`config.mk`:
```
export PLATFORM = sky130hd
export DESIGN_NAME = target_hit_judge
export DESIGN_NICKNAME = d
export VERILOG_FILES = /design/src/rtl/target_hit_judge.sv
export SDC_FILE = /design/constraint.sdc
export NUM_CORES = 1
export LEC_CHECK = 0
export CAP_MARGIN = 40
export CORE_ASPECT_RATIO = 2
export CORE_MARGIN = 4
export CORE_UTILIZATION = 63
export CTS_BUF_LIST = sky130_fd_sc_hd__clkbuf_16
export DETAILED_ROUTE_END_ITERATION = 12
export GPL_ROUTABILITY_DRIVEN = 1
export PLACE_DENSITY = 0.95
export REMOVE_ABC_BUFFERS = 1
export SYNTH_ARGS = -nofsm -noshare
export SYNTH_HDL_FRONTEND = slang
export SYNTH_SLANG_ARGS = --single-unit
```
`constraint.sdc`:
```
create_clock -name clk -period 6.9 [get_ports clk]
set_input_delay 1.035 -clock clk [delete_from_list [all_inputs] [get_ports clk]]
set_output_delay 1.035 -clock clk [all_outputs]
set_load 0.02 [all_outputs]
```
`src/rtl/target_hit_judge.sv`:
```
// target_hit_judge: debounces the player's button, judges each press against the target LED,
// keeps a saturating score and drives direction/freeze back to the LED runner.
module target_hit_judge #(
  parameter int DEBOUNCE_CYCLES = 270000,
  parameter int SHOW_CYCLES     = 13500000,
  parameter int TARGET_BIT      = 5,
  parameter int SCORE_W         = 8
) (
  input  logic               clk,
  input  logic               rst,
  input  logic               btn_n,
  input  logic [5:0]         LED_INDEX,
  output logic               hit,
  output logic               miss,
  output logic [SCORE_W-1:0] score,
  output logic               right,
  output logic               freeze
);
  localparam int CW = $clog2(DEBOUNCE_CYCLES + 1);
  localparam int TW = $clog2(SHOW_CYCLES + 1);
  localparam logic [5:0] TARGET = 6'(1 << TARGET_BIT);
  typedef enum logic [1:0] {IDLE, SHOW, WAIT_REL} state_t;
  state_t state_q, state_d;
  logic s1_q, s2_q, deb_q, deb_d;
  logic [CW-1:0] cnt_q, cnt_d;
  logic [TW-1:0] timer_q, timer_d;
  logic hit_q, hit_d, miss_q, miss_d, right_q, right_d;
  logic [SCORE_W-1:0] score_q, score_d;
  logic stable, done, press, judge;
  always_ff @(posedge clk or posedge rst) begin
    if (rst) begin
      s1_q    <= 1'b1;
      s2_q    <= 1'b1;
      deb_q   <= 1'b1;
      cnt_q   <= '0;
      state_q <= IDLE;
      timer_q <= '0;
      hit_q   <= 1'b0;
      miss_q  <= 1'b0;
      score_q <= '0;
      right_q <= 1'b1;
    end else begin
      s1_q    <= btn_n;
      s2_q    <= s1_q;
      deb_q   <= deb_d;
      cnt_q   <= cnt_d;
      state_q <= state_d;
      timer_q <= timer_d;
      hit_q   <= hit_d;
      miss_q  <= miss_d;
      score_q <= score_d;
      right_q <= right_d;
    end
  end
  // The counter only runs while the synced level disagrees with the accepted level.
  always_comb begin
    stable = s2_q == deb_q;
    done   = cnt_q == CW'(DEBOUNCE_CYCLES - 1);
    cnt_d  = (stable || done) ? '0 : cnt_q + 1'b1;
    deb_d  = (!stable && done) ? s2_q : deb_q;
    press  = deb_q & ~deb_d;
  end
  always_comb begin
    state_d = state_q;
    timer_d = timer_q;
    case (state_q)
      IDLE:     if (press) begin
                  state_d = SHOW;
                  timer_d = TW'(SHOW_CYCLES - 1);
                end
      SHOW:     if (timer_q == '0) state_d = deb_q ? IDLE : WAIT_REL;
                else timer_d = timer_q - 1'b1;
      WAIT_REL: if (deb_q) state_d = IDLE;
      default:  state_d = IDLE;
    endcase
  end
  always_comb begin
    judge   = (state_q == IDLE) && press;
    hit_d   = judge && (LED_INDEX == TARGET);
    miss_d  = judge && (LED_INDEX != TARGET);
    score_d = (hit_d && score_q != '1) ? score_q + 1'b1 : score_q;
    right_d = right_q ^ hit_d;
  end
  assign hit    = hit_q;
  assign miss   = miss_q;
  assign score  = score_q;
  assign right  = right_q;
  assign freeze = state_q == SHOW;
endmodule

```
* Yosys cells after proc, flatten, opt, wreduce, memory -nomap -nowiden
Index checks and enable logic that the tools add are counted.
** Storage, ports and cells
- Logic and storage cells :: 49
- Register bits :: 59
- Output and inout port bits :: 12
- Input bits :: 9
** Operators by class
- Reduce and logical (&&, ||, !) cells :: 12
- Add/sub/neg operators :: 3
- Equal/unequal tests :: 11
- Mux-type cells :: 10
- Bitwise gates (word level) :: 3
** Operators with widths (number)
- $mux 24 :: 2
- $pmux 24 s2 :: 1
- $logic_not 24->1 :: 1
- $sub 24x1->24 const B :: 1
- $add 19x1->19 const B :: 1
- $eq 19x19->1 const B :: 1
- $mux 19 :: 1
- $add 8x1->8 const B :: 1
- $mux 2 :: 4
- $ne 8x8->1 const B :: 1
- $eq 6x6->1 const B :: 1
- $ne 2x2->1 const B :: 3
- $ne 6x6->1 const B :: 1
- $pmux 2 s3 :: 1
- $reduce_and 3->1 :: 2
- $logic_and 1x1->1 :: 5
- $eq 2x1->1 const B :: 1
- $eq 2x2->1 const B :: 1
- $logic_not 2->1 :: 1
- $ne 2x1->1 const B :: 1
- $reduce_bool 2->1 :: 1
- $and 1x1->1 :: 1
- $eq 1x1->1 :: 1
- $logic_not 1->1 :: 1
- other kinds (4) :: 4

* Depth between registers and ports, before layout
Gate-level depths: netlist of the first run.
- Depth in word-level cells :: 9
- Mapped depth :: 8
- Mapped depth without buffers :: 7

* Worst setup path after synthesis of the first run
Ideal clock, no wire load.
- Path kind :: input port to flip-flop
- Start :: in LED_INDEX[3]
- End :: reg score_q[1], in the netlist score[1]
- Data arrival time :: 2582 ps
- Library setup time :: 125 ps
- Required time :: 6775 ps
- Cell stages on the path :: 6
- Setup slack :: 4193 ps
- Buffers on the path :: 1
- Path through :: or4b_2 nor3_1 nor3b_2 buf_6 nand2_2 mux2_4
** On the way
- Longest elaborated chain between the ends :: 3
** RTL lines
- start: declaration :: line 12 : input logic [5:0] LED_INDEX,
- $eq 6x6->1 :: line 79 : hit_d = judge && (LED_INDEX == TARGET);
- $logic_and 1x1->1 :: line 79
- net hit_d :: line 27 : logic hit_q, hit_d, miss_q, miss_d, right_q, right_d;
- $logic_and 1x1->1 :: line 81 : score_d = (hit_d && score_q != '1) ? score_q + 1'b1 : score_q;
- end signal: assignment :: line 51 : score_q <= score_d;
- end: declaration :: line 28 : logic [SCORE_W-1:0] score_q, score_d;
The timed path passes the listed nets, and every way through them passes these cells.
A chain may end at the register's enable or synchronous reset.

* Worst setup path in the final report of the first run
- Start :: in LED_INDEX[3]
- End :: reg score_q[4], in the netlist score[4]
** On the way
- Longest elaborated chain between the ends :: 3
** RTL lines (line)
- $eq 6x6->1 :: 79
- $logic_and 1x1->1 :: 79
- $logic_and 1x1->1 :: 81
Every way passes these cells.

==> impl_metrics.ini, run 1 <==
[grt]
grt_pass1_wl_um = 11170
grtUsageTotal = 0.2410
grt_pass1_vias = 2467
grt-ovfl-total = 0
grt_start_max_net_pins = 60
antenna_found_initial = 0

[route]
postRouteWirelength_um = 6665
ant_nets = 0
drc = 0
first_iter_violations = 111
vias_per_cell = 6.271
num_vias = 2383
dr.pass1.iters = 4
detail_route.wl_per_cell_um = 17.54

[layout]
num-nets-final = 333
utilization = 0.7556
antennaDiodeCount = 0
multi_input_area_um2 = 1441
n_fill_cell = 306
register_area_um2 = 1481
drive_above_1_share = 0.09846
areaGrowthSynthToFinish_pct = 16.14

[clocking]
cts_tree = yes
cts-htree-levels = 3
clk_path_buf_depth = 2
cts_resized = 0
clockRootBuffer = clkbuf_16
clk_pin_slew_ns = 0.05
insertion_delay_ns = 0.32
hold_buffers = 0
clkSinkCount = 59
post_cts_buffers = 0
numCtsBuffers = 9

[critical_path]
crit_buf_inv = 1
crit_type = input port to flop
crit_path_end_kind = flop
crit_family = simple AND/OR/NAND/NOR gates
cp.arrival_ns = 3.48
critPathMaxStageDelay_ns = 0.66
crit_fanout = 11
crit_slowest_cell = or4b_2
crit_required_ns = 7.11
critPathLaunchType = input port
crit_chain = clkdlybuf4s50_1, or4b_2, nor3_1, nor3b_2, nand4_1, mux2_2

[logic_synthesis]
synth_area_um2 = 2992
synth_edf_count = 0
yosys_warnings = 0
ys_seq_area_frac = 0.4952
yosysMostFrequentCell = dfrtp_1
yosys.area.top_type = dfrtp_1
synth_ff_type = dfrtp_1
ys_top_cells_by_area = dfrtp_1 (46%), xor2_1 (5.6%), nor2_1 (4.8%)
syn_avg_cell_area_um2 = 10.04
yosys.cell_types.count = 51
ys_ff_latch = 59
synth_common_cells = dfrtp_1 (55), nor2_1 (38), nand3_1 (22)
synthArstFlopShare = 1.000
netlist_instances = 298
synth_top_cell_area_share = 0.4601

[floorplanning]
start_util = 0.6506
die_y_um = 105.5
io-pin-count = 21
core_um2 = 4598
die_area_um2 = 5982
die_x_um = 56.73
row_count = 35

[timing]
clock.fmax_mhz = 305.3
worst_pin_slew_ns = 0.7288
finalHoldViolations = 0
fin_crit_sh = 0.4748
slew_violations = 0
maxSlewHeadroom = 0.5141
rsz0062_at_grt = no
period_needed_ns = 3.276
finClkSkew_ns = 0.005044
setup_viol = 0
finalSetupTns_ns = 0

[worst_hold_path]
hp-class = flop to flop

[place]
gp_congestion = 0.8484
dpl.hpwl_um = 4531
port_buffers = 20

[status]
outcome = complete, no violations

[power_and_ir_drop]
leakage_nw = 1.559
vdd_ir_drop_max_mv = 0.3042
power.density_nw_per_um2 = 214.7

[run]
maxCapViolCount = 0
sequential cells by signal (all words and copies together), names as in the netlist:
name	flops
s1_q	1
state_q	2
right	1
cnt_q	19
score	8
s2_q	1
deb_q	1
miss	1
timer_q	24
hit	1
logic make-up (layout without fill, tap and decap cells):
| kind of cell | Yosys count | after routing | synth area share |
|---|---|---|---|
| buf+inv | 16 | 43 | 0.02300 |
| simple gates | 152 | 152 | 0.2840 |
| compound gates | 30 | 30 | 0.06733 |
| mux | 7 | 7 | 0.02593 |
| xor+xnor | 30 | 30 | 0.08783 |
| flops | 59 | 59 | 0.4952 |
| fa+ha+maj | 4 | 4 | 0.01673 |
metrics by stage:
| step | hold slack, ns | setup slack [ns] | area (um^2) | cells | power [W] |
|---|---|---|---|---|---|
| CTS | 0.3560 | 3.618 | 3475 | 380 | 0.0007517 |
| detailed placement | 0.3487 | 3.366 | 3222 | 364 | 0.0003750 |
| finish | 0.3549 | 3.624 | 3475 | 380 | 0.0007461 |
| global route | 0.3620 | 3.549 | 3475 | 380 | 0.0007743 |
| global placement | 0.3460 | 3.465 | 3222 | 364 | 0.0003737 |
| floorplan | 0.3452 | 4.004 | 2945 | 288 | 0.0003658 |
report_power, final:
group | switching [W] | internal [W] | leakage, nW
clock | 0.000144 | 0.000234 | 0.132
combinational | 0.0000106 | 0.00000650 | 0.619
sequential | 0.00000244 | 0.000349 | 0.808
total | 0.000157 | 0.000590 | 1.56
cells in the final DEF (no fill, tap or decap), types with 3 or more instances in the layout:
cell             netlist  routed
nor3_1                 8       8
clkbuf_16              0       9
clkdlybuf4s50_1        0      20
o211ai_1               3       3
and4_1                 4       4
a21oi_1                4       4
nor2_1                38      38
o31ai_1                3       3
and3_1                 6       6
xor2_1                19      19
xnor2_1               11      11
dfrtp_1               55      55
ha_1                   4       4
dfstp_2                4       4
or4b_2                 3       3
clkinv_1               0       4
nand3_1               22      22
inv_1                  6       7
or4_1                  6       6
mux2i_1                4       4
nor2b_1                4       4
nand2_1               18      18
nor4_1                10      10
nand2b_1               3       3
nand4_1               10      10
o21ai_0                7       7
worst register-to-register path: cells and delay by family, from the launching register on:
| kind | cells | cell delay [ns] |
|---|---|---|
| simple gates | 3 | 1.74 |
| compound gates | 2 | 0.45 |
| flops | 1 | 0.43 |
metal layers:
layer  GRT usage  wire length (um)  share of wire  up-vias
li1            -                 -              -     1125
met3     0.05392               257          0.039       25
met5           0                 0              0        -
met1      0.2758              2612           0.39     1159
met4      0.1477               235          0.035        0
met2      0.3982              3559           0.53       74
worst paths after layout:
path,endpoint,start,slack (ns),cells past startpoint
max,score[4]$_DFFE_PP0P_,LED_INDEX[3],3.62,6
min,s2_q$_DFF_PP1_,s1_q$_DFF_PP1_,0.35,0
max reg2reg,timer_q[0]$_DFFE_PP0P_,timer_q[14]$_DFFE_PP0P_,4.15,5
min reg2reg,s2_q$_DFF_PP1_,s1_q$_DFF_PP1_,0.35,0
max in group asynchronous,cnt_q[13]$_DFF_PP0_,rst,5.17,3
min in group asynchronous,score[4]$_DFFE_PP0P_,rst,1.24,3
area by class of cell:
type	instances	area share
clock inverters	7	0.007922
inverters	6	0.006482
flip-flops and latches	59	0.4264
multi-input cells	223	0.4148
clock buffers	9	0.06482
well taps	55	0.01981
repair buffers	21	0.05978
Power figures use the tool's default switching activity.
==> inputs of run 2 (changes only) <==
--- a/config.mk
+++ b/config.mk
@@ -8,11 +8,11 @@
 export CAP_MARGIN = 40
 export CORE_ASPECT_RATIO = 2
 export CORE_MARGIN = 4
-export CORE_UTILIZATION = 63
+export CORE_UTILIZATION = 53
 export CTS_BUF_LIST = sky130_fd_sc_hd__clkbuf_16
 export DETAILED_ROUTE_END_ITERATION = 12
 export GPL_ROUTABILITY_DRIVEN = 1
-export PLACE_DENSITY = 0.95
+export PLACE_DENSITY = 0.87
 export REMOVE_ABC_BUFFERS = 1
 export SYNTH_ARGS = -nofsm -noshare
 export SYNTH_HDL_FRONTEND = slang
==> constraint.sdc (replaced) <==
create_clock -name clk -period 2.8 [get_ports clk]
set_input_delay 0.42 -clock clk [delete_from_list [all_inputs] [get_ports clk]]
set_output_delay 0.42 -clock clk [all_outputs]
set_load 0.02 [all_outputs]
==> run 2 against run 1 <==
Compared with the run above: die area is 17% higher; flip-flop and latch count stayed put; sequential share of layout area down 0.71 points; count of clock-buffer cells in the layout unchanged; worst hold slack got worse by 0.0021 ns; critical endpoint is now score[6]$_DFFE_PP0P_; highest routed layer unchanged.
==> impl_metrics.ini, run 2 (synthesis results as in run 1) <==
[status]
outcome = complete, no violations

[critical_path]
crit_slowest_cell = or4_4
critPathLaunchType = flop
crit_path_end_kind = flop
r2r_start = cnt_q[16]$_DFF_PP0_
r2r_setup_slack_ns = 0.28
crit_chain = or4_4, or4_4, nor3b_2, buf_4, a31oi_1, a41oi_1
crit_path_start = cnt_q[16]$_DFF_PP0_
critPathMaxStageDelay_ns = 0.56
path_common_cell = or4_4
crit_fanout = 5
cp.arrival_ns = 2.75
crit_required_ns = 3.03
crit_type = flop to flop

[clocking]
numCtsBuffers = 9
cts_resized = 0
hold_buffers = 0
cts_tree = yes
clkSinkCount = 59
post_cts_buffers = 0
clockRootBuffer = clkbuf_16
clk_path_buf_depth = 2
cts-htree-levels = 3
insertion_delay_ns = 0.32
clk_pin_slew_ns = 0.05

[floorplanning]
die_x_um = 61.13
die_y_um = 114.3
die_area_um2 = 6984
core_um2 = 5468
io-pin-count = 21
row_count = 38
start_util = 0.5471

[route]
dr.pass1.iters = 4
ant_nets = 0
vias_per_cell = 6.249
detail_route.wl_per_cell_um = 17.19
num_vias = 2437
drc = 0
postRouteWirelength_um = 6704
first_iter_violations = 116

[grt]
grt_pass1_wl_um = 11280
grt_pass1_vias = 2467
grt_start_max_net_pins = 31
antenna_found_initial = 0
grtUsageTotal = 0.2159
grt-ovfl-total = 0

[power_and_ir_drop]
power_frac_comb = 0.024
p_clk_frac = 0.502
p_seq_frac = 0.473
finalPower_w = 0.001831
power.density_nw_per_um2 = 518.1
swShare = 0.2078
leakage_nw = 1.601
p_int_w = 0.001450
vdd_ir_drop_max_mv = 0.6465
power.switching_w = 0.0003804

[layout]
n_fill_cell = 411
drive_above_1_share = 0.1121
final_cell_mix = dfrtp_1 (55), nor2_1 (38), nand3_1 (22)
num-nets-final = 339
multi_input_area_um2 = 1441
register_area_um2 = 1481
mostFrequentLayoutCell = dfrtp_1
final_cells = 390
largest_reg_flops = 24
antennaDiodeCount = 0
areaGrowthSynthToFinish_pct = 18.11
largest_register = timer_q

[timing]
rsz0062_at_grt = no
worst_pin_slew_ns = 0.6607
fin_crit_sh = 0.8996
clock.fmax_mhz = 397.0
period_needed_ns = 2.519
finalSetupTns_ns = 0
setup_viol = 0
maxSlewHeadroom = 0.5555
slew_violations = 0
finalHoldViolations = 0
finClkSkew_ns = 0.007464

[worst_hold_path]
hold_start = s1_q$_DFF_PP1_
hp-class = flop to flop

[place]
gp_congestion = 0.8475
dpl.hpwl_um = 4773
dp.cells = 375
port_buffers = 20

[run]
maxCapViolCount = 0
==> run 2: layout make-up <==
type | instances | area share
Sequential cell | 59 | 0.4193
Multi-Input combinational cell | 223 | 0.4079
Timing Repair Buffer | 27 | 0.07507
Clock buffer | 9 | 0.06374
Tap cell | 60 | 0.02125
Clock inverter | 6 | 0.006374
Inverter | 6 | 0.006374
==> run 2: layer usage <==
metal	up-vias	routed length, um	GRT usage
met1	1197	2597	0.2429
li1	1145	-	-
met4	0	212	0.1129
met5	-	0	0
met2	70	3650	0.3586
met3	25	243	0.05643
==> run 2: path summary, 6_finish.rpt <==
| kind | to | depth (start not counted) |
|---|---|---|
| max | score[6]$_DFFE_PP0P_ | 6 |
| min | s2_q$_DFF_PP1_ | 0 |
| max reg2reg | score[6]$_DFFE_PP0P_ | 6 |
| min reg2reg | s2_q$_DFF_PP1_ | 0 |
| max in group asynchronous | s1_q$_DFF_PP1_ | 3 |
| min in group asynchronous | timer_q[14]$_DFFE_PP0P_ | 2 |
==> run 2: through the flow <==
step                      hold slack, ns    util  cell area [um^2]  setup WS [ns]
after floorplan                   0.3452       -              2945         0.3141
final                             0.3529  0.6462              3533         0.2810
after detailed placement          0.3470  0.6009              3286        0.05340
after CTS                         0.3537  0.6462              3533         0.2828
after global placement            0.3468  0.6009              3286         0.2103
after global routing              0.3550  0.6462              3533         0.1676
==> run 2: critical path: cells and delay by family (launching register included) <==
kind | cells | cell delay, ns
compound gates | 2 | 0.30
buf+inv | 1 | 0.21
simple gates | 3 | 1.49
flops | 1 | 0.42
==> run 2: power groups by stage <==
stage,Sequential [W],Clock [W],Combinational [W]
finish,0.000867,0.000920,0.0000441
global route,0.000867,0.000973,0.0000505
CTS,0.000867,0.000930,0.0000461
detailed placement,0.000880,0,0.0000460
global placement,0.000880,0,0.0000453
floorplan,0.000879,0,0.0000227
==> inputs of run 3 (changes only) <==
--- a/config.mk
+++ b/config.mk
@@ -14,6 +14,7 @@
 export GPL_ROUTABILITY_DRIVEN = 1
 export PLACE_DENSITY = 0.87
 export REMOVE_ABC_BUFFERS = 1
+export SLEW_MARGIN = 15
 export SYNTH_ARGS = -nofsm -noshare
 export SYNTH_HDL_FRONTEND = slang
 export SYNTH_SLANG_ARGS = --single-unit
==> results of run 3 <==
Same layout as run 2: the final DEF is identical, and so are final timing and power.
